$ cat src/rtl/mem_arb_pkg.sv
`default_nettype none
// +--------------------------------------------------------------------------+
// | Module : mem_arb_pkg                                                     |
// | Brief  : Shared types and constants for the RAM port arbiter.            |
// |          mem_owner_t      - which requester owns the in-flight read      |
// |          MEM_ADDR_W       - RAM word address width                       |
// |          MEM_DATA_W       - RAM word width (two byte lanes)              |
// |          store_byte_en()  - byte address LSB to RAM byte-enable mask     |
// | Rev    : 1.0  initial release                                            |
// +--------------------------------------------------------------------------+
package mem_arb_pkg;

  localparam int MEM_ADDR_W = 13;
  localparam int MEM_DATA_W = 16;

  // Arbiter side indices used by the fetch/data round-robin.
  localparam logic c_rr_fetch = 1'b0;
  localparam logic c_rr_data  = 1'b1;

  typedef enum logic [1:0] {
    OWNER_NONE  = 2'd0,
    OWNER_FETCH = 2'd1,
    OWNER_DATA  = 2'd2,
    OWNER_DISP  = 2'd3
  } mem_owner_t;

  // Even byte addresses live in the low lane, odd ones in the high lane.
  function automatic logic [1:0] store_byte_en(input logic i_byte_sel);
    return i_byte_sel ? 2'b10 : 2'b01;
  endfunction

endpackage
`default_nettype wire

$ cat src/rtl/rr_arb2.sv
`default_nettype none
// +--------------------------------------------------------------------------+
// | Module : rr_arb2                                                         |
// | Brief  : Two-input round-robin arbiter with an inhibit input.            |
// |          On a tie the side that was not granted last wins; a lone        |
// |          requester always wins. While i_inhibit is high no grant is      |
// |          issued and the round-robin history is left untouched.           |
// | Ports  : clk, rst_async  - clock, asynchronous active-high reset         |
// |          i_req[1:0]      - requests (bit0 = fetch, bit1 = data)          |
// |          i_inhibit       - suppress all grants this cycle                |
// |          o_gnt[1:0]      - one-hot grant, combinational                  |
// | Rev    : 1.0  initial release                                            |
// +--------------------------------------------------------------------------+
module rr_arb2
  import mem_arb_pkg::*;
(
  input  logic       clk,
  input  logic       rst_async,
  input  logic [1:0] i_req,
  input  logic       i_inhibit,
  output logic [1:0] o_gnt
);

  // Index of the side granted most recently. Reset to the data side so
  // the first contested cycle after reset goes to fetch.
  logic       r_last;
  logic [1:0] w_gnt;

  always_comb begin
    w_gnt = 2'b00;
    if (!i_inhibit) begin
      case (i_req)
        2'b01:   w_gnt = 2'b01;
        2'b10:   w_gnt = 2'b10;
        2'b11:   w_gnt = (r_last == c_rr_data) ? 2'b01 : 2'b10;
        default: w_gnt = 2'b00;
      endcase
    end
  end

  always_ff @(posedge clk or posedge rst_async) begin
    if (rst_async) begin
      r_last <= c_rr_data;
    end else if (|w_gnt) begin
      r_last <= w_gnt[1] ? c_rr_data : c_rr_fetch;
    end
  end

  assign o_gnt = w_gnt;

endmodule
`default_nettype wire

$ cat src/rtl/mem_port_arbiter.sv
`default_nettype none
// +--------------------------------------------------------------------------+
// | Module : mem_port_arbiter                                                |
// | Brief  : Shares one synchronous 16-bit RAM port between CPU fetch, CPU   |
// |          byte load/store and display scanout. One access per cycle;      |
// |          display has absolute priority, fetch and data alternate on      |
// |          contention. Read data returns one cycle after the grant to the  |
// |          requester that owned the access.                                |
// | Ports  : clk, rst_async           - clock, async active-high reset       |
// |          fetch_req/addr/gnt       - fetch word read request              |
// |          fetch_rvalid/rdata       - fetch read return                    |
// |          data_req/we/addr/wdata   - byte load/store (byte address)       |
// |          data_gnt/rvalid/rdata    - load/store grant, load byte return   |
// |          disp_req/addr/gnt        - display word read request            |
// |          disp_rvalid/rdata        - display read return                  |
// |          mem_addr/we/be/wdata     - RAM command, driven on grant cycle   |
// |          mem_rdata                - RAM read data, one cycle after addr  |
// | Rev    : 1.0  initial release                                            |
// +--------------------------------------------------------------------------+
module mem_port_arbiter
  import mem_arb_pkg::*;
#(
  parameter int ADDR_W = MEM_ADDR_W,
  // Byte-lane steering assumes exactly two 8-bit lanes.
  parameter int DATA_W = MEM_DATA_W
) (
  input  logic              clk,
  input  logic              rst_async,

  input  logic              fetch_req,
  input  logic [ADDR_W-1:0] fetch_addr,
  output logic              fetch_gnt,
  output logic              fetch_rvalid,
  output logic [DATA_W-1:0] fetch_rdata,

  input  logic              data_req,
  input  logic              data_we,
  input  logic [ADDR_W:0]   data_addr,
  input  logic [7:0]        data_wdata,
  output logic              data_gnt,
  output logic              data_rvalid,
  output logic [7:0]        data_rdata,

  input  logic              disp_req,
  input  logic [ADDR_W-1:0] disp_addr,
  output logic              disp_gnt,
  output logic              disp_rvalid,
  output logic [DATA_W-1:0] disp_rdata,

  output logic [ADDR_W-1:0] mem_addr,
  output logic              mem_we,
  output logic [1:0]        mem_be,
  output logic [DATA_W-1:0] mem_wdata,
  input  logic [DATA_W-1:0] mem_rdata
);

  // ---------------------------------------------------------------------
  // Arbitration
  // ---------------------------------------------------------------------
  logic       w_disp_gnt;
  logic [1:0] w_fd_gnt;

  // Grants are suppressed for the whole time reset is asserted, not just
  // at the clock edge, so nothing reaches the RAM during reset.
  assign w_disp_gnt = disp_req & ~rst_async;

  rr_arb2 u_rr_arb2 (
    .clk       (clk),
    .rst_async (rst_async),
    .i_req     ({data_req, fetch_req}),
    .i_inhibit (disp_req | rst_async),
    .o_gnt     (w_fd_gnt)
  );

  assign disp_gnt  = w_disp_gnt;
  assign fetch_gnt = w_fd_gnt[0];
  assign data_gnt  = w_fd_gnt[1];

  // ---------------------------------------------------------------------
  // RAM command for the granted requester, and the owner of the read
  // ---------------------------------------------------------------------
  mem_owner_t w_next_owner;
  logic       w_next_byte_sel;

  always_comb begin
    mem_addr        = '0;
    mem_we          = 1'b0;
    mem_be          = 2'b00;
    mem_wdata       = '0;
    w_next_owner    = OWNER_NONE;
    w_next_byte_sel = 1'b0;

    if (w_disp_gnt) begin
      mem_addr     = disp_addr;
      mem_be       = 2'b11;
      w_next_owner = OWNER_DISP;
    end else if (w_fd_gnt[0]) begin
      mem_addr     = fetch_addr;
      mem_be       = 2'b11;
      w_next_owner = OWNER_FETCH;
    end else if (w_fd_gnt[1]) begin
      mem_addr = data_addr[ADDR_W:1];
      if (data_we) begin
        // Replicating the byte onto both lanes lets the byte enable alone
        // pick the lane; a store leaves no read in flight.
        mem_we    = 1'b1;
        mem_be    = store_byte_en(data_addr[0]);
        mem_wdata = {2{data_wdata}};
      end else begin
        mem_be          = 2'b11;
        w_next_owner    = OWNER_DATA;
        w_next_byte_sel = data_addr[0];
      end
    end
  end

  // ---------------------------------------------------------------------
  // Read return tracking
  // ---------------------------------------------------------------------
  // Reloaded every cycle: an access issued this cycle returns next cycle,
  // and with no read granted the owner falls back to NONE. Reset clears it
  // asynchronously so a read in flight at reset is dropped.
  mem_owner_t r_owner;
  logic       r_byte_sel;

  always_ff @(posedge clk or posedge rst_async) begin
    if (rst_async) begin
      r_owner    <= OWNER_NONE;
      r_byte_sel <= 1'b0;
    end else begin
      r_owner    <= w_next_owner;
      r_byte_sel <= w_next_byte_sel;
    end
  end

  assign fetch_rvalid = (r_owner == OWNER_FETCH);
  assign data_rvalid  = (r_owner == OWNER_DATA);
  assign disp_rvalid  = (r_owner == OWNER_DISP);

  assign fetch_rdata  = mem_rdata;
  assign disp_rdata   = mem_rdata;
  assign data_rdata   = r_byte_sel ? mem_rdata[DATA_W-1:DATA_W/2]
                                   : mem_rdata[DATA_W/2-1:0];

endmodule
`default_nettype wire
$ cat config.mk
export PLATFORM = sky130hd
export DESIGN_NAME = mem_port_arbiter
export DESIGN_NICKNAME = d
export VERILOG_FILES = /design/src/rtl/mem_arb_pkg.sv /design/src/rtl/rr_arb2.sv /design/src/rtl/mem_port_arbiter.sv
export SDC_FILE = /design/constraint.sdc
export NUM_CORES = 1
export LEC_CHECK = 0
export BUFFER_PORTS_ARGS = -buffer_cell sky130_fd_sc_hd__buf_2
export CORE_AREA = 2 2 60 62
export CTS_CLUSTER_DIAMETER = 60
export DETAILED_ROUTE_END_ITERATION = 7
export DIE_AREA = 0 0 62 64
export PLACE_DENSITY = 0.8
export SLEW_MARGIN = 20
export SYNTH_ARGS = -nofsm -noshare
export SYNTH_HDL_FRONTEND = slang
export SYNTH_SLANG_ARGS = --single-unit
$ cat constraint.sdc
create_clock -name clk -period 2.1 [get_ports clk]
set_clock_uncertainty 0.2 [all_clocks]
set_input_delay 0.105 -clock clk [delete_from_list [all_inputs] [get_ports clk]]
set_output_delay 0.105 -clock clk [all_outputs]
set_load 0.01 [all_outputs]
==> results.md, run 1 <==
* Initial antenna violation count at 2
* Crit-path slowest cell: dfstp_2
* Worst-Skew Late Latency at between 0.2 and 0.25 ns
* Final Max Tran Viols at 0
* HPWL Detailed at around 2600 um
* Switching pwr at roughly 0.18 mW
* Number of DRC markers in iteration 0 at 10
* HP Class: input pin to register
* Via Count at 1252
* Ys flop type: dfrtp_1
* Crit start category: register
* CTS Root Cell: clkbuf_4
* Maximum VDD drop at 0.102 mV
* CP Data Required Time at 1.79 ns
* Seq cells post-synth at 4
* Num CTS Buffers at 3
* DIE AREA at 0.00397 mm^2
* Max layer used: met5
* Final setup viols at 0
* DR WL/cell at 11.5 um
* Critical Path Source: u_rr_arb2.r_last
* Synth area leader: buf_4
* Met2 WL at roughly 1800 um
* Clock power share at 0.209
* Drt pass-1 iters at 4
* CP endpoint kind: output port
* Slew @ Worst Pin at 0.312 ns
* Final core utilization at 0.481
* Core area at ~0.0033 mm^2
* Final period utilization at 0.971
* Fraction of registers with async set/reset at 1.00
* Crit path cell chain: nand2_1 -> nand3_4 -> clkinvlp_4 -> buf_4 -> a221o_2 -> buf_2
* Max Cap Viol at 0
* First-pass GRT wire length at ~4300 um
* Pwr/cell area at about 320 mW/mm^2
* Worst-case clock buffer depth at 2
* Normalized max-slew margin at 0.789
* Count leader, synth: buf_4
* Fillcell total at between 300 and 400
* Sequential area share after synthesis at 0.108
* # H-tree levels at 1
* Number of global-route vias before repair at ~1.1k
* CP max stage delay at between 0.5 and 0.6 ns
* Share of cells above drive strength 1 at 0.786
* I/O Buffers at between 100 and 150
* CP top delay family: flip-flops
* GPL Wtd Cong at about 0.72
* GRT Overall Usage at 0.139
* Vias per cell at approximately 4.5
* Clock sinks at 4
* Yosys warns at 0
* Post-synth EDFFs at 0
* Std cell rows at 21
* P_leak at around 0.98 nW
* Worst Setup Slack, final at roughly 0.061 ns
* Design area at 0.00158 mm^2
* Synthesized cell area at roughly 940 um^2
* Hold Path Origin: data_req
* R2R cell count at 5
* Status: finished, final reports clean
* Routed met1 length at approximately 1100 um
* RR Startpoint: u_rr_arb2.r_last
* Min-Delay Path Depth at 3
* Worst r2r dst: r_byte_sel
* Dominant cells by area after synthesis: buf_4, a221o_2, and2_1
* Combinational power share at 0.599
* Drc violations at 0
* Flop pwr share at 0.192
* Final Hold Fails at 0
* Critical Path AT at about 1.7 ns
* # nets final at 305
* Routed wire length at 3240 um
* Gate Count Post-Synth at 115
* Synth top cells by count: buf_4, and2_1, a221o_2
* Synth top area share at 0.319
* TritonCTS clock tree: done
* GRT overflow at 0
* Initial Util at 0.286
* Remaining antenna violation count at 0
* DP Worst Slack at 0.181 ns
* Worst setup path class: register to output port
* RSZ-0062 raised after global routing: no
* Placed cell area at between 0.001 and 0.0015 mm^2
* Io pins at between 100 and 150
* CP Max Fanout at 12
* FF-to-FF setup slack at ~0.19 ns
* Mean post-synth cell area at around 8.2 um^2
* Area growth, synth to finish at 68.0%
* WP buf/inv at 3
* Hold path endpoint: r_owner[1]
* Internal power at roughly 0.32 mW
* Switching share of total power at 0.353
* Max Freq at approximately 0.49 GHz
* Die width at roughly 62 um
* CTS clk-pin slew, worst paths at ~0.04 ns
* Post-synthesis net count at between 150 and 200
* Die Span Y at about 64 um
* Post-layout min period at 2.04 ns
* Netlist cell types at 24
* Largest net degree at the start of global routing at 25
* Metal3 WL at about 350 um
==> cell families after synthesis <==
logic type             after synthesis  share of synthesized area
AO/OA/AOI/OAI                       19                      0.197
flip-flops                           4                      0.108
AND/OR/NAND/NOR                     35                      0.229
multiplexers                         8                     0.0957
buffers and inverters               49                      0.371
==> timing repair <==
action / CTS / global route
endpoints found under the setup margin: 13 / 31
setup buffers: 0 / 6
hold buffers: 7 / 0
cloned: 0 / 1
hold endpoints to repair: 8 / 0
pin swaps: 0 / 1
resized for setup: 0 / 4
==> metal layers <==
layer,track usage,vias to the layer above
met5,0,-
met4,0.0452,2
met3,0.0385,2
met2,0.283,82
met1,0.120,560
li1,-,606
==> final cells by class <==
| type | instances | area (um^2) | share of cell area |
|---|---|---|---|
| Timing Repair Buffer | 161 | 871 | 0.551 |
| Multi-Input combinational cell | 62 | 503 | 0.318 |
| Sequential cell | 4 | 101 | 0.0641 |
| Tap cell | 46 | 57.6 | 0.0364 |
| Clock buffer | 4 | 26.3 | 0.0166 |
| Inverter | 2 | 11.3 | 0.00713 |
| Timing Repair inverter | 1 | 7.51 | 0.00475 |
| Antenna cell | 1 | 2.50 | 0.00158 |
==> sequential cells by signal, summed over array words and instances (netlist names) <==
name / count
r_owner: 2
r_byte_sel: 1
u_rr_arb2.r_last: 1
==> worst max-delay path by stage <==
stage          slack [ns]           end  cells past startpoint
5_1_grt             0.003   mem_addr[4]                      6
4_1_cts             -0.07   mem_addr[8]                      5
3_5_place_dp         0.18   mem_addr[8]                      5
2_1_floorplan        0.44  mem_addr[10]                      5
3_3_place_gp         0.24   mem_addr[5]                      5
6_report             0.06   mem_addr[8]                      6
==> power groups by stage <==
stage / clock [mW] / sequential (mW) / combinational, mW
after CTS: 0.108 / 0.0955 / 0.284
after floorplan: 0 / 0.0940 / 0.171
final: 0.104 / 0.0956 / 0.299
after global routing: 0.114 / 0.0967 / 0.329
after detailed placement: 0 / 0.0966 / 0.269
after global placement: 0 / 0.0952 / 0.266
==> metrics by stage <==
stage / TNS (ns) / cells / hold WS (ns) / total power [mW]
after floorplan: 0 / 115 / -0.330 / 0.265
after global placement: 0 / 262 / -0.155 / 0.361
after detailed placement: 0 / 262 / -0.158 / 0.366
after CTS: -0.773 / 273 / 0.0250 / 0.487
after global routing: 0 / 280 / 0.0332 / 0.540
final: 0 / 281 / 0.0330 / 0.499
==> worst reg2reg max path, cell delays in order (launching register included) <==
cell           delay (ns)
dfstp_2              0.37
nand2_1              0.10
nand3_4              0.12
buf_4                0.17
nor4b_1              0.29
dlygate4sd3_1        0.59
==> layout by cell type (no fill, tap or decap), drive strengths merged <==
cell,netlist,routed
a21oi,2,2
a221o,13,13
a31oi,1,1
and2,15,15
and2b,1,1
and3,9,9
buf,44,154
clkbuf,3,4
clkinvlp,0,2
dfrtp,3,3
dfstp,1,1
diode,0,1
dlygate4sd3,0,7
inv,2,1
mux2,8,8
nand2,2,2
nand2b,1,1
nand3,1,1
nor2,2,2
nor2b,3,3
nor4b,1,1
o21bai,1,1
o22ai,1,1
o2bb2ai,1,1
(Power assumes the default switching activity.)
==> inputs of run 2 (changes only) <==
--- a/config.mk
+++ b/config.mk
@@ -5,12 +5,13 @@
 export SDC_FILE = /design/constraint.sdc
 export NUM_CORES = 1
 export LEC_CHECK = 0
+export ABC_AREA = 1
 export BUFFER_PORTS_ARGS = -buffer_cell sky130_fd_sc_hd__buf_2
-export CORE_AREA = 2 2 60 62
+export CORE_AREA = 2 2 61 63
 export CTS_CLUSTER_DIAMETER = 60
 export DETAILED_ROUTE_END_ITERATION = 7
-export DIE_AREA = 0 0 62 64
-export PLACE_DENSITY = 0.8
+export DIE_AREA = 0 0 63 65
+export PLACE_DENSITY = 0.81
 export SLEW_MARGIN = 20
 export SYNTH_ARGS = -nofsm -noshare
 export SYNTH_HDL_FRONTEND = slang
==> run 2 against run 1 <==
  * Die area increased by 3.2%
  * Wire length increased by 13%
  * Cell area decreased by 1.6%
  * Clock-buffer cell count unchanged
  * Via count increased by 19%
  * Sequential cell count unchanged
  * Non-clock buffer count decreased by 8
  * Highest routed layer is now met3
  * Power increased by 3.0%
  * Clock power increased by 4%
  * First-iteration DRC count increased to 3.4 times the previous value
  * Worst setup slack improved by 0.11 ns
==> results.md, run 2 <==
* Crit start category: input pin
* Maximum VDD drop at 0.168 mV
* Critical Path AT at around 1.6 ns
* RR Startpoint: u_rr_arb2.r_last
* DP Worst Slack at ~0.36 ns
* # H-tree levels at 1
* Combined area of the multi-input logic cells at ~530 um^2
* RSZ-0062 raised after global routing: no
* Remaining antenna violation count at 0
* Count leader, synth: buf_4
* GRT Overall Usage at 0.161
* Num CTS Buffers at 3
* HP Class: input pin to register
* Area growth, synth to finish at 49.4%
* Final Hold Fails at 0
* Via Count at ~1.5k
* Clock sinks at 4
* Final period utilization at 0.918
* Die width at around 63 um
* Power, Total at roughly 0.51 mW
* Slew @ Worst Pin at 0.366 ns
* Post-layout min period at 1.93 ns
* Netlist cell types at 16
* Setup TNS at 0 ns
* CP Data Required Time at between 1.5 and 2 ns
* Synthesized cell area at between 0.001 and 0.0015 mm^2
* Fraction of registers with async set/reset at 1.00
* Drc violations at 0
* GRT overflow at 0
* # diodes at 0
* Placed cell area at about 0.0015 mm^2
* Crit-path slowest cell: dlygate4sd3_1
* Worst-case clock buffer depth at 2
* Simple-gate portion of the synthesized area at 0.411
* Io pins at approximately 150
* Min-Delay Path Depth at 2
* Number of global-route vias before repair at about 1.3k
* Initial Util at 0.298
* GPL Wtd Cong at ~0.73
* # nets final at 340
* Post-Place Cells at about 310
* Final Max Tran Viols at 0
* Status: finished, final reports clean
* Worst setup path class: input pin to output port
* Yosys warns at 0
* Most common cell after layout, fill and taps aside: buf_2
* Critical Path Source: disp_req
* Hold Path Origin: data_we
* Combinational family with the most area after synthesis: simple AND/OR/NAND/NOR gates
* DR WL/cell at 11.5 um
* I/O Buffers at ~150
* Crit path cell chain: dlygate4sd3_1 -> buf_2 -> nor2_2 -> buf_4 -> buf_4 -> nand4_1 -> nand3_1 -> buf_2
* Max Freq at ~0.52 GHz
* Post-synth EDFFs at 0
* Drt pass-1 iters at 4
* Design area at 0.00156 mm^2
* Reg with most FFs: r_owner
* Initial antenna violation count at 0
* HPWL Detailed at approximately 3000 um
* Fillcell total at between 300 and 400
* Post-synthesis net count at between 200 and 250
* DIE AREA at just over 0.004 mm^2
* Dominant cells by area after synthesis: buf_4, nand4_1, nand2_1
* P_leak at 0.980 nW
* Number of DRC markers in iteration 0 at 34
* Synth area leader: buf_4
* CTS Root Cell: clkbuf_4
* Share of cells above drive strength 1 at 0.625
* Pwr/cell area at ~330 mW/mm^2
* Hold WS at 0.0123 ns
* TritonCTS clock tree: done
* Biggest regs: r_owner x2, r_byte_sel x1, u_rr_arb2.r_last x1
* CP endpoint kind: output port
* Synth top area share at 0.310
* Die Span Y at between 60 and 70 um
* Seq cells post-synth at 4
* Std cell rows at 22
* Max Cap Viol at 0
* Mean post-synth cell area at 6.39 um^2
* Commonest cells after routing, fill and taps aside: buf_2, nand2_1, nand4_1, nand3_1, nor2_1
* Normalized max-slew margin at 0.756
* Final core utilization at 0.445
* Worst Setup Slack, final at between 0.15 and 0.2 ns
* Synth top cells by count: buf_4, nand2_1, nand4_1
* Sequential area share after synthesis at 0.0974
* Largest net degree at the start of global routing at 21
* R2R cell count at 3
* CP Max Fanout at 20
* Ys flop type: dfrtp_1
* First-pass GRT wire length at between 5000 and 6000 um
* Max reg flops at 2
* Worst-Skew Late Latency at 0.24 ns
* Cell Count, Final, Fillers Out at ~320
* Gate Count Post-Synth at 163
* Adder-cell share of the synthesized area at 0
* CTS clk-pin slew, worst paths at around 0.04 ns
* CP max stage delay at around 0.52 ns
* Final setup viols at 0
* Setup Buffers After CTS at 0
* Vias per cell at around 4.7
* Complex-gate fraction of the synthesized area at 0.00481
* Core area at 0.00350 mm^2
* Synth Area in XOR/XNOR at 0
* Register area at 101 um^2
* Post-synthesis mux area share at 0.0865
* Routed wire length at between 3000 and 4000 um
==> run 2: routing by layer <==
layer	wire length, um	part of all wire	GRT usage
met2	1960	0.54	0.314
met5	0	0	0
met4	0	0	0.0472
met1	1310	0.36	0.170
met3	386	0.11	0.0382
==> run 2: kinds of logic (layout without fill, tap and decap cells) <==
| group | count (synthesis) | after routing |
|---|---|---|
| simple gates | 88 | 88 |
| compound gates | 1 | 1 |
| mux | 8 | 8 |
| buf+inv | 62 | 168 |
| flops | 4 | 4 |
==> run 2: critical path, delay by kind of cell <==
family                 cells  cell delay, ns
buffers and inverters      5            1.20
and+or+nand+nor            3            0.32
==> run 2: what timing repair did <==
item,CTS,global route
hold endpoints to repair,6,0
gates resized for setup,0,4
hold buffers,3,0
endpoints found under the setup margin,0,30
==> run 2: power by group <==
| group | switching, mW | total, mW | internal (mW) |
|---|---|---|---|
| sequential | 0.00703 | 0.0956 | 0.0886 |
| combinational | 0.172 | 0.310 | 0.138 |
| clock | 0.0362 | 0.108 | 0.0716 |
==> run 2: path summary, 6_finish.rpt <==
path	slack [ns]	end
min in group asynchronous	0.13	r_byte_sel
setup / recovery	0.17	mem_addr[8]
hold / removal	0.01	r_byte_sel
max in group asynchronous	1.33	u_rr_arb2.r_last
hold reg to reg	0.28	u_rr_arb2.r_last
setup reg to reg	0.63	r_owner[1]
==> run 2: cell type report <==
class                           instances  area share
Clock buffer                            4      0.0169
Sequential cell                         4      0.0652
Timing Repair Buffer                  153       0.507
Inverter                               10      0.0265
Tap cell                               48      0.0386
Timing Repair inverter                  1     0.00483
Multi-Input combinational cell         97       0.341
==> inputs of run 3 (changes only) <==
--- a/config.mk
+++ b/config.mk
@@ -7,11 +7,13 @@
 export LEC_CHECK = 0
 export ABC_AREA = 1
 export BUFFER_PORTS_ARGS = -buffer_cell sky130_fd_sc_hd__buf_2
-export CORE_AREA = 2 2 61 63
+export CELL_PAD_IN_SITES_DETAIL_PLACEMENT = 0
+export CELL_PAD_IN_SITES_GLOBAL_PLACEMENT = 1
+export CORE_AREA = 2 2 82 84
 export CTS_CLUSTER_DIAMETER = 60
 export DETAILED_ROUTE_END_ITERATION = 7
-export DIE_AREA = 0 0 63 65
-export PLACE_DENSITY = 0.81
+export DIE_AREA = 0 0 84 86
+export PLACE_DENSITY_LB_ADDON = 0.1
 export SLEW_MARGIN = 20
 export SYNTH_ARGS = -nofsm -noshare
 export SYNTH_HDL_FRONTEND = slang
==> run 3 against run 2 <==
  * Non-clock buffer count up 3
  * Cell count up 9.8%
  * Utilization down 19 points
  * First-iteration DRC count down 12%
  * Sequential cell count unchanged
  * Critical path depth down 1
  * Combinational power up 3%
  * Largest power group unchanged
==> results.md, run 3 (same netlist as run 2, synthesis figures left out) <==
* Status: finished, final reports clean
* Maximum VDD drop at 0.157 mV
* Post-layout min period at around 2.0 ns
* # diodes at 0
* Critical Path Source: rst_async
* CP max stage delay at approximately 0.54 ns
* Post-Place Cells at 342
* Die width at between 80 and 90 um
* Final period utilization at 0.940
* Crit-path slowest cell: dlygate4sd3_1
* P_leak at roughly 1.0 nW
* Biggest regs: r_owner x2, r_byte_sel x1, u_rr_arb2.r_last x1
* Std cell rows at 29
* GRT overflow at 0
* RSZ-0062 raised after global routing: no
* Routed wire length at 4010 um
* Pwr/cell area at 363 mW/mm^2
* GRT Overall Usage at 0.100
* Remaining antenna violation count at 0
* Clock sinks at 4
* Final setup viols at 0
* CP Max Fanout at 13
* Number of DRC markers in iteration 0 at 30
* RR Startpoint: u_rr_arb2.r_last
* Min-Delay Path Depth at 2
* DIE AREA at ~0.0072 mm^2
* Max Cap Viol at 0
* Max reg flops at 2
* Number of global-route vias before repair at between 1k and 1.5k
* Fillcell total at approximately 720
* # H-tree levels at 1
* Final Max Tran Viols at 0
* Share of cells above drive strength 1 at 0.624
* GPL Wtd Cong at a little under 0.7
* Drt pass-1 iters at 4
* Critical Path AT at between 1.5 and 2 ns
* Crit start category: input pin
* I/O Buffers at roughly 150
* Die Span Y at approximately 86 um
* CTS clk-pin slew, worst paths at about 0.03 ns
* # nets final at between 300 and 400
* Initial Util at 0.166
* HPWL Detailed at around 3400 um
* Slew @ Worst Pin at 0.351 ns
* Normalized max-slew margin at 0.766
* CTS Root Cell: clkbuf_8
* Area growth, synth to finish at 55.3%
* Reg with most FFs: r_owner
* R2R cell count at 5
* Setup Buffers After CTS at 0
* Setup TNS at 0 ns
* Num CTS Buffers at 3
* HP Class: input pin to register
* TritonCTS clock tree: done
* Commonest cells after routing, fill and taps aside: buf_2, nand2_1, nand4_1, nand3_1, nor2_1
* Drc violations at 0
* Worst-Skew Late Latency at 0.22 ns
* Final Hold Fails at 0
* Via Count at 1466
* Placed cell area at about 0.0015 mm^2
* Cell Count, Final, Fillers Out at approximately 350
* Vias per cell at 4.21
* Largest net degree at the start of global routing at 17
* Crit path cell chain: dlygate4sd3_1 -> buf_2 -> nor2_2 -> buf_4 -> nand3_1 -> nand3_1 -> buf_2
* Most common cell after layout, fill and taps aside: buf_2
* Design area at approximately 0.0016 mm^2
* Hold Path Origin: data_we
* DR WL/cell at between 10 and 15 um
* Worst setup path class: input pin to output port
* Io pins at 148
* CP endpoint kind: output port
* Worst-case clock buffer depth at 2
* Core area at roughly 0.0063 mm^2
* CP Data Required Time at between 1.5 and 2 ns
* Initial antenna violation count at 0
* First-pass GRT wire length at 6020 um
* Max Freq at about 0.51 GHz
==> run 3: changes by cell type in the layout (fill, tap and decap cells not counted), sizes merged <==
cell / before / now
clkinvlp: 2 / 0
inv: 9 / 10
buf: 150 / 154
dlygate4sd3: 3 / 2
==> run 3: layer usage <==
layer / up-vias / part of all wire / global-route usage
met5: - / 0 / 0
met4: 0 / 0.0062 / 0.0264
met3: 2 / 0.081 / 0.0115
met2: 83 / 0.54 / 0.205
met1: 653 / 0.37 / 0.107
li1: 728 / - / -
==> run 3: timing repair <==
| item | 4_1_cts | 5_1_grt |
|---|---|---|
| gates resized for setup | 0 | 1 |
| endpoints found under the hold margin | 5 | 0 |
| hold buffers | 2 | 0 |
| endpoints found under the setup margin | 0 | 6 |
==> run 3: layout make-up <==
class                   instances  area (um^2)  area share
flip-flops and latches          4          101      0.0627
multi-input cells              97          528       0.327
inverters                      10         37.5      0.0232
clock buffers                   4         45.0      0.0279
repair buffers                156          808       0.500
well taps                      77         96.3      0.0596
==> run 3: power by group <==
| part | internal, mW | total (mW) | leakage (nW) | switching, mW |
|---|---|---|---|---|
| logic | 0.143 | 0.319 | 0.938 | 0.176 |
| clock network | 0.130 | 0.172 | 0.0228 | 0.0420 |
| registers | 0.0888 | 0.0957 | 0.0496 | 0.00696 |
==> run 3: worst paths after layout <==
path,end,slack [ns]
min in group asynchronous,r_owner[1],0.15
max in group asynchronous,u_rr_arb2.r_last,1.31
worst min-delay path,r_byte_sel,0.04
worst min register to register,u_rr_arb2.r_last,0.28
worst max-delay path,mem_be[1],0.13
worst max register to register,u_rr_arb2.r_last,0.58
==> run 3: worst max-delay path: cells and delay by family <==
| family | cells | cell delay, ns |
|---|---|---|
| buf+inv | 4 | 1.03 |
| simple gates | 3 | 0.53 |
==> run 3: metrics by stage <==
step,total power [mW],util,setup WS [ns],hold WS (ns)
after global placement,0.420,0.246,0.477,-0.174
after global routing,0.637,0.258,0.00305,0.0579
after detailed placement,0.415,0.246,0.418,-0.177
after CTS,0.597,0.257,0.0529,0.0279
after floorplan,0.294,-,0.675,-0.322
final,0.587,0.258,0.126,0.0356
